**config.mk**
```make
export PLATFORM = sky130hd
export DESIGN_NAME = cmul_arbiter_flat
export DESIGN_NICKNAME = d
export VERILOG_FILES = /design/src/rtl/cmul_arbiter_if.sv /design/src/rtl/cmul_arbiter.sv /design/src/flat_wrapper.sv
export SDC_FILE = /design/constraint.sdc
export NUM_CORES = 1
export LEC_CHECK = 0
export BUFFER_PORTS_ARGS = -buffer_cell sky130_fd_sc_hd__buf_2
export CORE_AREA = 3 3 301 303
export DETAILED_ROUTE_END_ITERATION = 7
export DIE_AREA = 0 0 304 306
export SYNTH_ARGS = -nofsm -noshare
export SYNTH_HDL_FRONTEND = slang
export SYNTH_SLANG_ARGS = --single-unit
```
**constraint.sdc**
```tcl
create_clock -name clk -period 4 [get_ports clk]
set_clock_uncertainty 0.2 [all_clocks]
set_input_delay 0.4 -clock clk [delete_from_list [all_inputs] [get_ports clk]]
set_output_delay 0.4 -clock clk [all_outputs]
set_load 0.005 [all_outputs]
```
**src/rtl/cmul_arbiter_if.sv**
```systemverilog
// cmul_arbiter_if: requester, multiplier and result signals of the complex-multiplier arbiter.
// slave is the arbiter side; master is the requesters plus the multiplier around it.
interface cmul_arbiter_if #(
   parameter int WIDTH = 32
);
   logic               s0_valid, s0_ready, s0_conj;
   logic               s1_valid, s1_ready, s1_conj;
   logic [2*WIDTH-1:0] s0_a, s0_b, s1_a, s1_b;
   logic               m_valid;
   logic [2*WIDTH-1:0] m_a, m_b;
   logic [4*WIDTH-1:0] m_p;
   logic               r0_valid, r1_valid;
   logic [4*WIDTH-1:0] r0_data, r1_data;
   logic               idle;
   modport slave (
      input  s0_valid, s0_conj, s0_a, s0_b, s1_valid, s1_conj, s1_a, s1_b, m_p,
      output s0_ready, s1_ready, m_valid, m_a, m_b, r0_valid, r1_valid, r0_data, r1_data, idle
   );
   modport master (
      output s0_valid, s0_conj, s0_a, s0_b, s1_valid, s1_conj, s1_a, s1_b, m_p,
      input  s0_ready, s1_ready, m_valid, m_a, m_b, r0_valid, r1_valid, r0_data, r1_data, idle
   );
endinterface

```
**src/rtl/cmul_arbiter.sv**
```systemverilog
// cmul_arbiter: round-robin share of one pipelined complex multiplier between two requesters.
// A LAT-deep tag pipeline follows each issued beat so its product returns to the issuer.
module cmul_arbiter #(
   parameter int WIDTH = 32,
   parameter int LAT   = 4
) (
   input  logic          clk,
   input  logic          rst,
   cmul_arbiter_if.slave io_bus
);
   logic               r_ptr, r_m_valid, r_m_id;
   logic [2*WIDTH-1:0] r_m_a, r_m_b;
   logic [LAT-1:0]     r_tag_v, r_tag_id;
   logic               r_r0_valid, r_r1_valid;
   logic [4*WIDTH-1:0] r_r0_data, r_r1_data;
   logic               w_s0_ready, w_s1_ready, w_hs0, w_hs1, w_hs, w_conj, w_ret0, w_ret1;
   logic [2*WIDTH-1:0] w_a, w_b, w_b_conj;
   logic [WIDTH-1:0]   w_imag;

   always_comb begin
      w_s0_ready = !rst && (!r_ptr || !io_bus.s1_valid);
      w_s1_ready = !rst && (r_ptr || !io_bus.s0_valid);
      w_hs0      = io_bus.s0_valid && w_s0_ready;
      w_hs1      = io_bus.s1_valid && w_s1_ready;
      w_hs       = w_hs0 || w_hs1;
      w_a        = w_hs1 ? io_bus.s1_a : io_bus.s0_a;
      w_b        = w_hs1 ? io_bus.s1_b : io_bus.s0_b;
      w_conj     = w_hs1 ? io_bus.s1_conj : io_bus.s0_conj;
      w_imag     = w_b[2*WIDTH-1:WIDTH];
      // negation wraps, so the most negative imag maps to itself
      w_b_conj   = {w_conj ? {WIDTH{1'b0}} - w_imag : w_imag, w_b[WIDTH-1:0]};
      w_ret0     = r_tag_v[LAT-1] && !r_tag_id[LAT-1];
      w_ret1     = r_tag_v[LAT-1] && r_tag_id[LAT-1];
   end

   always_ff @(posedge clk) begin
      if (rst) begin
         r_ptr      <= 1'b0;
         r_m_valid  <= 1'b0;
         r_m_id     <= 1'b0;
         r_m_a      <= '0;
         r_m_b      <= '0;
         r_tag_v    <= '0;
         r_tag_id   <= '0;
         r_r0_valid <= 1'b0;
         r_r1_valid <= 1'b0;
         r_r0_data  <= '0;
         r_r1_data  <= '0;
      end else begin
         if (io_bus.s0_valid && io_bus.s1_valid && w_hs) r_ptr <= w_hs0;
         r_m_valid <= w_hs;
         if (w_hs) begin
            r_m_id <= w_hs1;
            r_m_a  <= w_a;
            r_m_b  <= w_b_conj;
         end
         r_tag_v    <= LAT'({r_tag_v, r_m_valid});
         r_tag_id   <= LAT'({r_tag_id, r_m_id});
         r_r0_valid <= w_ret0;
         r_r1_valid <= w_ret1;
         if (w_ret0) r_r0_data <= io_bus.m_p;
         if (w_ret1) r_r1_data <= io_bus.m_p;
      end
   end

   assign io_bus.s0_ready = w_s0_ready;
   assign io_bus.s1_ready = w_s1_ready;
   assign io_bus.m_valid  = r_m_valid;
   assign io_bus.m_a      = r_m_a;
   assign io_bus.m_b      = r_m_b;
   assign io_bus.r0_valid = r_r0_valid;
   assign io_bus.r1_valid = r_r1_valid;
   assign io_bus.r0_data  = r_r0_data;
   assign io_bus.r1_data  = r_r1_data;
   assign io_bus.idle     = !r_m_valid && !(|r_tag_v);
endmodule

```
**src/flat_wrapper.sv**
```systemverilog
// flat-port wrapper written by rule: the top's interface ports become plain ports
module cmul_arbiter_flat 
#(
   parameter int WIDTH = 32,
   parameter int LAT   = 4
)
  (clk, rst, io_bus_s0_valid, io_bus_s0_conj, io_bus_s0_a, io_bus_s0_b, io_bus_s1_valid, io_bus_s1_conj, io_bus_s1_a, io_bus_s1_b, io_bus_m_p, io_bus_s0_ready, io_bus_s1_ready, io_bus_m_valid, io_bus_m_a, io_bus_m_b, io_bus_r0_valid, io_bus_r1_valid, io_bus_r0_data, io_bus_r1_data, io_bus_idle);
  cmul_arbiter_if #(.WIDTH(WIDTH)) io_bus_i ();
  input  logic clk;
  input  logic rst;
  input wire logic [$bits(io_bus_i.s0_valid)-1:0] io_bus_s0_valid;
  input wire logic [$bits(io_bus_i.s0_conj)-1:0] io_bus_s0_conj;
  input wire logic [$bits(io_bus_i.s0_a)-1:0] io_bus_s0_a;
  input wire logic [$bits(io_bus_i.s0_b)-1:0] io_bus_s0_b;
  input wire logic [$bits(io_bus_i.s1_valid)-1:0] io_bus_s1_valid;
  input wire logic [$bits(io_bus_i.s1_conj)-1:0] io_bus_s1_conj;
  input wire logic [$bits(io_bus_i.s1_a)-1:0] io_bus_s1_a;
  input wire logic [$bits(io_bus_i.s1_b)-1:0] io_bus_s1_b;
  input wire logic [$bits(io_bus_i.m_p)-1:0] io_bus_m_p;
  output wire logic [$bits(io_bus_i.s0_ready)-1:0] io_bus_s0_ready;
  output wire logic [$bits(io_bus_i.s1_ready)-1:0] io_bus_s1_ready;
  output wire logic [$bits(io_bus_i.m_valid)-1:0] io_bus_m_valid;
  output wire logic [$bits(io_bus_i.m_a)-1:0] io_bus_m_a;
  output wire logic [$bits(io_bus_i.m_b)-1:0] io_bus_m_b;
  output wire logic [$bits(io_bus_i.r0_valid)-1:0] io_bus_r0_valid;
  output wire logic [$bits(io_bus_i.r1_valid)-1:0] io_bus_r1_valid;
  output wire logic [$bits(io_bus_i.r0_data)-1:0] io_bus_r0_data;
  output wire logic [$bits(io_bus_i.r1_data)-1:0] io_bus_r1_data;
  output wire logic [$bits(io_bus_i.idle)-1:0] io_bus_idle;
  assign io_bus_i.s0_valid = io_bus_s0_valid;
  assign io_bus_i.s0_conj = io_bus_s0_conj;
  assign io_bus_i.s0_a = io_bus_s0_a;
  assign io_bus_i.s0_b = io_bus_s0_b;
  assign io_bus_i.s1_valid = io_bus_s1_valid;
  assign io_bus_i.s1_conj = io_bus_s1_conj;
  assign io_bus_i.s1_a = io_bus_s1_a;
  assign io_bus_i.s1_b = io_bus_s1_b;
  assign io_bus_i.m_p = io_bus_m_p;
  assign io_bus_s0_ready = io_bus_i.s0_ready;
  assign io_bus_s1_ready = io_bus_i.s1_ready;
  assign io_bus_m_valid = io_bus_i.m_valid;
  assign io_bus_m_a = io_bus_i.m_a;
  assign io_bus_m_b = io_bus_i.m_b;
  assign io_bus_r0_valid = io_bus_i.r0_valid;
  assign io_bus_r1_valid = io_bus_i.r1_valid;
  assign io_bus_r0_data = io_bus_i.r0_data;
  assign io_bus_r1_data = io_bus_i.r1_data;
  assign io_bus_idle = io_bus_i.idle;
  cmul_arbiter #(.WIDTH(WIDTH), .LAT(LAT)) u_core (.clk(clk), .rst(rst), .io_bus(io_bus_i));
endmodule
```
==> out/results.txt, run 1 <==
status -> finished, final reports clean
Gate power share -> 12.7%
mux contribution to synthesized area -> 2.35%
Mapped Area -> 15700 sq um
CTS tree -> done
f_max -> 316 MHz
total grt overflow -> 0
Synth Area in XOR/XNOR -> 1.29%
worst rel slew slack -> 33.8%
most instantiated cells after synthesis -> 765 x nand2_1, 397 x dfxtp_1, 288 x a21oi_1
largest net degree at the start of global routing -> 182
Vias -> 18500
RSZ-0062 raised after global routing -> false
# resized after CTS -> 0
initial antenna violation count -> 29
CTS HTree Levels -> 2
Multi-input gate area -> 7130 sq um
Adder-Cell Fraction of Synth Area -> 0.0799%
ranking of synthesized cells by area -> dfxtp_1 51%, nand2_1 18%, a21oi_1 9.2%
Critical Path End Type -> flop
layout cell share with drive strength beyond 1 -> 29.0%
Placed Instances -> 3842
largest family of logic cells by synthesized area -> simple AND/OR/NAND/NOR gates
share of power burned in the clock network -> 45.6%
WL/cell -> 17.9 microns
final worst-path cycle share -> 79.2%
Clock Sink Count -> 397
critical-path cell list -> dlygate4sd3_1, buf_2, nor2b_1, nor2_4, buf_12, buf_4, nand2_1, a311oi_1, dlygate4sd3_1
HP Class -> in2reg
post-CTS setup buffers -> 0
CP Launch Type -> input port
Sw Ratio -> 24.8%
internal power -> 7.51 mW
post-route cell area -> 25700 sq um
Mapped Cells -> 2027
setup violators final -> 0
Worst EP required -> 4.32 ns
Syn-to-layout area delta -> 64.5%
Final min period -> 3.17 ns
Worst path most repeated cell -> dlygate4sd3_1
#FFs+latches synth -> 397
clk slew on worst S/H paths -> 0.05 ns
worst skew pair latency -> 0.58 ns
register area share after synthesis -> 50.8%
CP max stage cell -> dlygate4sd3_1
max_cap viols -> 0
DP Area -> 20800 sq um
Starting Density -> 17.7%
leakage -> 11.4 nW
DIE HEIGHT -> 306 microns
Synth area leader -> dfxtp_1
CP arrival -> 3.49 ns
IO buf count -> 779
Max FO, Critical Path -> 86
Synth Flop Type -> dfxtp_1
final WL -> 76500 microns
delay-heaviest family, CP -> buffers and inverters
CTS buffer count -> 47
WP buf/inv -> 5
Core Footprint -> 88200 sq um
Root Driver -> clkbuf_16
simple-gate portion of the synthesized area -> 24.6%
VDD IR max -> 0.352 mV
filler-free cell count of the finished design -> 4265
setup TNS -> 0 ns
Hold Violations, Final -> 0
ys async rst share -> 0%
Clock Tree Buf Depth -> 3
Post-synth EDFFs -> 0
initial DRC count -> 1330
vias in the first global route -> 18300
Final HPWL DP -> 55100 microns
Total Nets Final -> 3447
row count -> 109
GRT Overall Usage -> 15.6%
PwrDens -> 388 nW/um^2
first-pass GRT wire length -> 114000 microns
NetSw -> 2.48 mW
synth unique cells -> 50
final hold slack -> 0.0590 ns
die width -> 304 microns
fillers -> 9424
Final ANT Viol Nets -> 0
register area -> 7950 sq um
1st-pass router iterations -> 7
most common cell in the netlist -> nand2_1
share of power burned in registers -> 41.7%
Worst Max-Slew Pin Slew -> 0.992 ns
post-synthesis compound-gate area fraction -> 16.9%
Avg Cell Area, Syn -> 7.72 sq um
yosys warns -> 0
crit path kind -> in2reg
DRC Markers -> 0
vias per inst -> 4.33
area share of the largest cell type after synthesis -> 50.8%
max incr delay on CP -> 0.61 ns
DIE AREA -> 93000 sq um
syn_nets -> 2418
Final Max Slew Viols -> 0
RePlAce Congestion -> 0.878
IO Pins -> 780
[sequential cells by signal, indices dropped and copies added, names as in the netlist]
register and flops:
u_core.r_ptr 1, u_core.io_bus.m_valid 1, u_core.io_bus.m_b 64, u_core.r_tag_v 4, u_core.io_bus.r0_data 128, u_core.r_tag_id 4
u_core.io_bus.r0_valid 1, u_core.r_m_id 1, u_core.io_bus.r1_valid 1, u_core.io_bus.m_a 64, u_core.io_bus.r1_data 128
[routing by layer]
metal / global-route usage (%) / up-vias / wire, microns
met5: 0 / - / 76
met4: 7.31 / 12 / 3120
met3: 4.57 / 164 / 6400
met2: 26.8 / 850 / 37400
met1: 17.7 / 8582 / 29500
li1: - / 8877 / -
[final timing paths]
check | start | depth (start not counted) | slack, ns | end
hold / removal | io_bus_s1_b[38] | 4 | 0.06 | u_core.io_bus.m_b[38]$_SDFFE_PP0P_
setup / recovery | io_bus_s0_valid | 9 | 0.83 | u_core.io_bus.m_a[60]$_SDFFE_PP0P_
hold reg to reg | u_core.r_tag_id[1]$_SDFF_PP0_ | 1 | 0.24 | u_core.r_tag_id[2]$_SDFF_PP0_
setup reg to reg | u_core.r_ptr$_SDFFE_PP0P_ | 10 | 0.99 | u_core.io_bus.m_b[60]$_SDFFE_PP0P_
[power by group through the flow]
stage / Combinational, mW / Clock [mW] / Sequential (mW)
floorplan: 0.403 / 0 / 4.25
global placement: 0.956 / 0 / 4.24
detailed placement: 0.957 / 0 / 4.24
CTS: 1.25 / 4.69 / 4.16
global route: 1.38 / 4.83 / 4.17
finish: 1.27 / 4.55 / 4.16
[cell families after synthesis]
group | count (synthesis)
AOI/OAI and AO/OA | 439
DFF | 397
xor gates and xnor gates | 23
adders and majority gates | 1
buffers and inverters | 161
muxes | 35
and+or+nand+nor | 971
[layout by cell type, fill, tap and decap left out, types with 5 or more instances in the layout]
master and n:
nor3_1 21, nand2b_1 5, mux2i_1 30, dlygate4sd3_1 330, buf_12 9, clkbuf_16 47
o21ai_0 23, dfxtp_1 397, diode_2 14, buf_4 22, bufinv_16 7, nor2b_1 11
or4_1 10, nand2_1 763, xnor2_1 20, a31oi_1 8, nor2_1 121, clkbuf_1 11
a311oi_1 96, buf_2 778, clkbuf_8 9, o31ai_1 5, nand3_1 9, a21oi_1 288
or3_1 7
[what timing repair did]
action	4_1_cts	5_1_grt
endpoints found under the setup margin	0	0
hold buffers	330	0
endpoints found under the hold margin	358	0
[through the flow]
stage / utilization [%] / setup slack (ns) / power, mW
after detailed placement: 23.6 / 0.888 / 5.20
final: 29.2 / 0.830 / 9.99
after global placement: 23.6 / 0.934 / 5.20
after global routing: 29.2 / 0.625 / 10.4
after CTS: 29.1 / 0.995 / 10.1
after floorplan: - / 0.922 / 4.65
[area by class of cell]
cell class | count | share of cell area, %
Timing Repair Buffer | 1140 | 29.4
Sequential cell | 397 | 30.9
Clock buffer | 67 | 5.21
Multi-Input combinational cell | 1469 | 27.7
Clock inverter | 12 | 1.08
Inverter | 1 | 0.0146
Tap cell | 1165 | 5.66
Antenna cell | 14 | 0.136
[tightest hold or removal path, stage by stage]
cell     delay (ns)
buf_2          0.09
mux2i_1        0.10
xnor2_1        0.14
o21ai_0        0.06
No activity file was read; power rests on OpenSTA's default activity.
==> run 2: changes to the inputs <==
--- a/config.mk
+++ b/config.mk
@@ -5,10 +5,11 @@
 export SDC_FILE = /design/constraint.sdc
 export NUM_CORES = 1
 export LEC_CHECK = 0
+export ABC_AREA = 1
 export BUFFER_PORTS_ARGS = -buffer_cell sky130_fd_sc_hd__buf_2
-export CORE_AREA = 3 3 301 303
+export CORE_AREA = 3 3 303 305
 export DETAILED_ROUTE_END_ITERATION = 7
-export DIE_AREA = 0 0 304 306
+export DIE_AREA = 0 0 306 308
 export SYNTH_ARGS = -nofsm -noshare
 export SYNTH_HDL_FRONTEND = slang
 export SYNTH_SLANG_ARGS = --single-unit
==> constraint.sdc (replaced) <==
create_clock -name clk -period 3.3 [get_ports clk]
set_clock_uncertainty 0.2 [all_clocks]
set_input_delay 0.33 -clock clk [delete_from_list [all_inputs] [get_ports clk]]
set_output_delay 0.33 -clock clk [all_outputs]
set_load 0.005 [all_outputs]
==> run 2 against run 1 <==
Against the previous run: critical path depth unchanged; non-clock buffer count is 17 higher; critical path type unchanged; synthesized area increased by 1.8%; count of clock-buffer cells in the layout rose by 3; largest power group unchanged; sequential share of layout area is 0.52 points lower; synthesized cell count increased by 7.1%; first-iteration DRC count is 17% higher; worst setup slack got worse by 0.70 ns; flip-flop and latch count stayed put; clock power is 18% higher.
==> out/results.txt, run 2 <==
crit path kind -> in2reg (unchanged)
die width -> 306 microns (was 304 microns)
Starting Density -> 17.8% (was 17.7%)
most instantiated cells after synthesis -> 564 x nor2_1, 397 x dfxtp_1, 365 x o21ai_0 (was 765 x nand2_1, 397 x dfxtp_1, 288 x a21oi_1)
initial DRC count -> 1559 (was 1330)
f_max -> 315 MHz
worst rel slew slack -> 39.4% (was 33.8%)
first-pass GRT wire length -> 115000 microns (was 114000 microns)
Post-synth EDFFs -> 0 (unchanged)
largest net degree at the start of global routing -> 199 (was 182)
Max FO, Critical Path -> 81 (was 86)
RSZ-0062 raised after global routing -> false (unchanged)
Hold Violations, Final -> 0 (unchanged)
most common cell in the netlist -> nor2_1 (was nand2_1)
IO buf count -> 779 (unchanged)
DP Area -> 21000 sq um (was 20800 sq um)
Final Max Slew Viols -> 0 (unchanged)
area share of the largest cell type after synthesis -> 49.9% (was 50.8%)
post-route cell area -> 26200 sq um (was 25700 sq um)
R2R cell count -> 10 (unchanged)
HP Class -> in2reg (unchanged)
setup violators final -> 0 (unchanged)
setup TNS -> 0 ns (unchanged)
Critical Path End Type -> flop (unchanged)
CTS tree -> done (unchanged)
Worst Max-Slew Pin Slew -> 0.909 ns (was 0.992 ns)
total grt overflow -> 0 (unchanged)
yosys warns -> 0 (unchanged)
final WL -> 80200 microns (was 76500 microns)
#FFs+latches synth -> 397 (unchanged)
Vias -> 18900 (was 18500)
most common cell after layout, fill and taps aside -> buf_2 (unchanged)
CTS buffer count -> 47 (unchanged)
WL/cell -> 18.1 microns (was 17.9 microns)
initial antenna violation count -> 22 (was 29)
filler-free cell count of the finished design -> 4438 (was 4265)
fin util -> 29.2% (about the same)
status -> finished, final reports clean (unchanged)
max_cap viols -> 0 (unchanged)
VDD IR max -> 0.355 mV (was 0.352 mV)
layout cell share with drive strength beyond 1 -> 28.1% (was 29.0%)
PwrDens -> 462 nW/um^2 (was 388 nW/um^2)
CP Launch Type -> input port (unchanged)
Mapped Cells -> 2170 (was 2027)
worst skew pair latency -> 0.61 ns (was 0.58 ns)
Final ANT Viol Nets -> 0 (unchanged)
Placed Instances -> 3988 (was 3842)
Core Footprint -> 89600 sq um (was 88200 sq um)
vias per inst -> 4.26 (was 4.33)
1st-pass router iterations -> 5 (was 7)
ys async rst share -> 0% (unchanged)
Synth Flop Type -> dfxtp_1 (unchanged)
Clock Sink Count -> 397 (unchanged)
RePlAce Congestion -> 0.871 (was 0.878)
Final min period -> 3.17 ns
worst r2r src -> u_core.r_ptr$_SDFFE_PP0P_ (unchanged)
vias in the first global route -> 18300 (about the same)
Avg Cell Area, Syn -> 7.34 sq um (was 7.72 sq um)
DIE AREA -> 94200 sq um (was 93000 sq um)
hold_sp -> io_bus_s0_a[14] (was io_bus_s1_b[38])
DRC Markers -> 0 (unchanged)
Synth area leader -> dfxtp_1 (unchanged)
ranking of synthesized cells by area -> dfxtp_1 50%, nor2_1 13%, o21ai_0 11% (was dfxtp_1 51%, nand2_1 18%, a21oi_1 9.2%)
register area share after synthesis -> 49.9% (was 50.8%)
most frequent cells in the layout -> 778 x buf_2, 563 x nor2_1, 397 x dfxtp_1, 365 x o21ai_0, 354 x dlygate4sd3_1 (was 778 x buf_2, 763 x nand2_1, 397 x dfxtp_1, 330 x dlygate4sd3_1, 288 x a21oi_1)
post-CTS setup buffers -> 0 (unchanged)
FF-to-FF setup slack -> 0.23 ns (was 0.99 ns)
GRT Overall Usage -> 15.9% (was 15.6%)
Root Driver -> clkbuf_16 (unchanged)
CP arrival -> 3.49 ns (about the same)
Total Nets Final -> 3608 (was 3447)
Worst EP required -> 3.62 ns (was 4.32 ns)
final worst-path cycle share -> 96.1%
Mapped Area -> 15900 sq um (was 15700 sq um)
clk slew on worst S/H paths -> 0.06 ns (was 0.05 ns)
worst reg2reg endpoint -> u_core.io_bus.m_b[20]$_SDFFE_PP0P_ (was u_core.io_bus.m_b[60]$_SDFFE_PP0P_)
Clock Tree Buf Depth -> 3 (unchanged)
Final HPWL DP -> 57400 microns (was 55100 microns)
IO Pins -> 780 (unchanged)
Syn-to-layout area delta -> 64.4% (was 64.5%)
Worst Hold Path Cells -> 4 (unchanged)
Worst Setup SP -> rst (was io_bus_s0_valid)
leakage -> 12.2 nW (was 11.4 nW)
row count -> 110 (was 109)
syn_nets -> 2561 (was 2418)
synth unique cells -> 36 (was 50)
DIE HEIGHT -> 308 microns (was 306 microns)
Worst Hold Path EP -> u_core.io_bus.m_a[14]$_SDFFE_PP0P_ (was u_core.io_bus.m_b[38]$_SDFFE_PP0P_)
CTS HTree Levels -> 2 (unchanged)
## run 2: worst max-delay path by stage
stage,to,cells past startpoint
floorplan,u_core.io_bus.m_b[48]$_SDFFE_PP0P_,18
global placement,u_core.io_bus.m_b[60]$_SDFFE_PP0P_,16
detailed placement,u_core.io_bus.m_b[54]$_SDFFE_PP0P_,14
CTS,u_core.io_bus.m_b[7]$_SDFFE_PP0P_,9
global route,u_core.io_bus.m_b[59]$_SDFFE_PP0P_,16
finish,u_core.io_bus.m_b[20]$_SDFFE_PP0P_,9
## run 2: cell families after synthesis
family | share of synthesized area [%]
AND/OR/NAND/NOR | 22.0
AO/OA/AOI/OAI | 21.6
flip-flops | 49.9
buffers and inverters | 5.83
XOR/XNOR | 0.550
adder cells (fa/ha/maj) | 0.0785
## run 2: cell type report
class	instances	area (sq um)
inverters	71	284
diodes	10	25.0
fillers	9585	63400
flip-flops and latches	397	7950
multi-input cells	1543	7100
clock inverters	14	166
clock buffers	70	1400
repair buffers	1157	7790
well taps	1176	1470
## run 2: repair_timing
| action | in CTS | in global routing |
|---|---|---|
| hold endpoints to repair | 373 | 0 |
| resized for setup | 0 | 2 |
| hold buffers | 354 | 0 |
| endpoints found under the setup margin | 0 | 6 |
## run 2: metal layers
layer	vias up	routed length, microns	track usage, %	share of wire [%]
met5	-	26	0	0.032
met4	4	2560	5.34	3.2
met3	134	7130	5.03	8.9
met2	820	37800	27.0	47
met1	8747	32600	19.1	41
li1	9187	-	-	-
## run 2: worst max-delay path, stage by stage
cell and delay [ns]:
dlygate4sd3_1 0.55, buf_6 0.14, buf_4 0.33, nor2_4 0.56
buf_12 0.35, o21a_1 0.19, o21ai_0 0.10, dlygate4sd3_1 0.61
a21oi_1 0.16
## run 2: stage by stage
stage	setup slack (ns)	hold WS [ns]	power, mW
after detailed placement	0.447	0.199	6.45
after floorplan	0.962	0.188	5.73
after CTS	0.202	0.000506	12.3
after global routing	0.0168	0.0473	12.6
final	0.128	0.0380	12.1
after global placement	0.490	0.201	6.45
## run 2: power breakdown
group	internal, mW	switching [mW]	total [mW]
Clock	3.11	2.24	5.35
Sequential	4.95	0.0889	5.04
Combinational	0.816	0.885	1.70
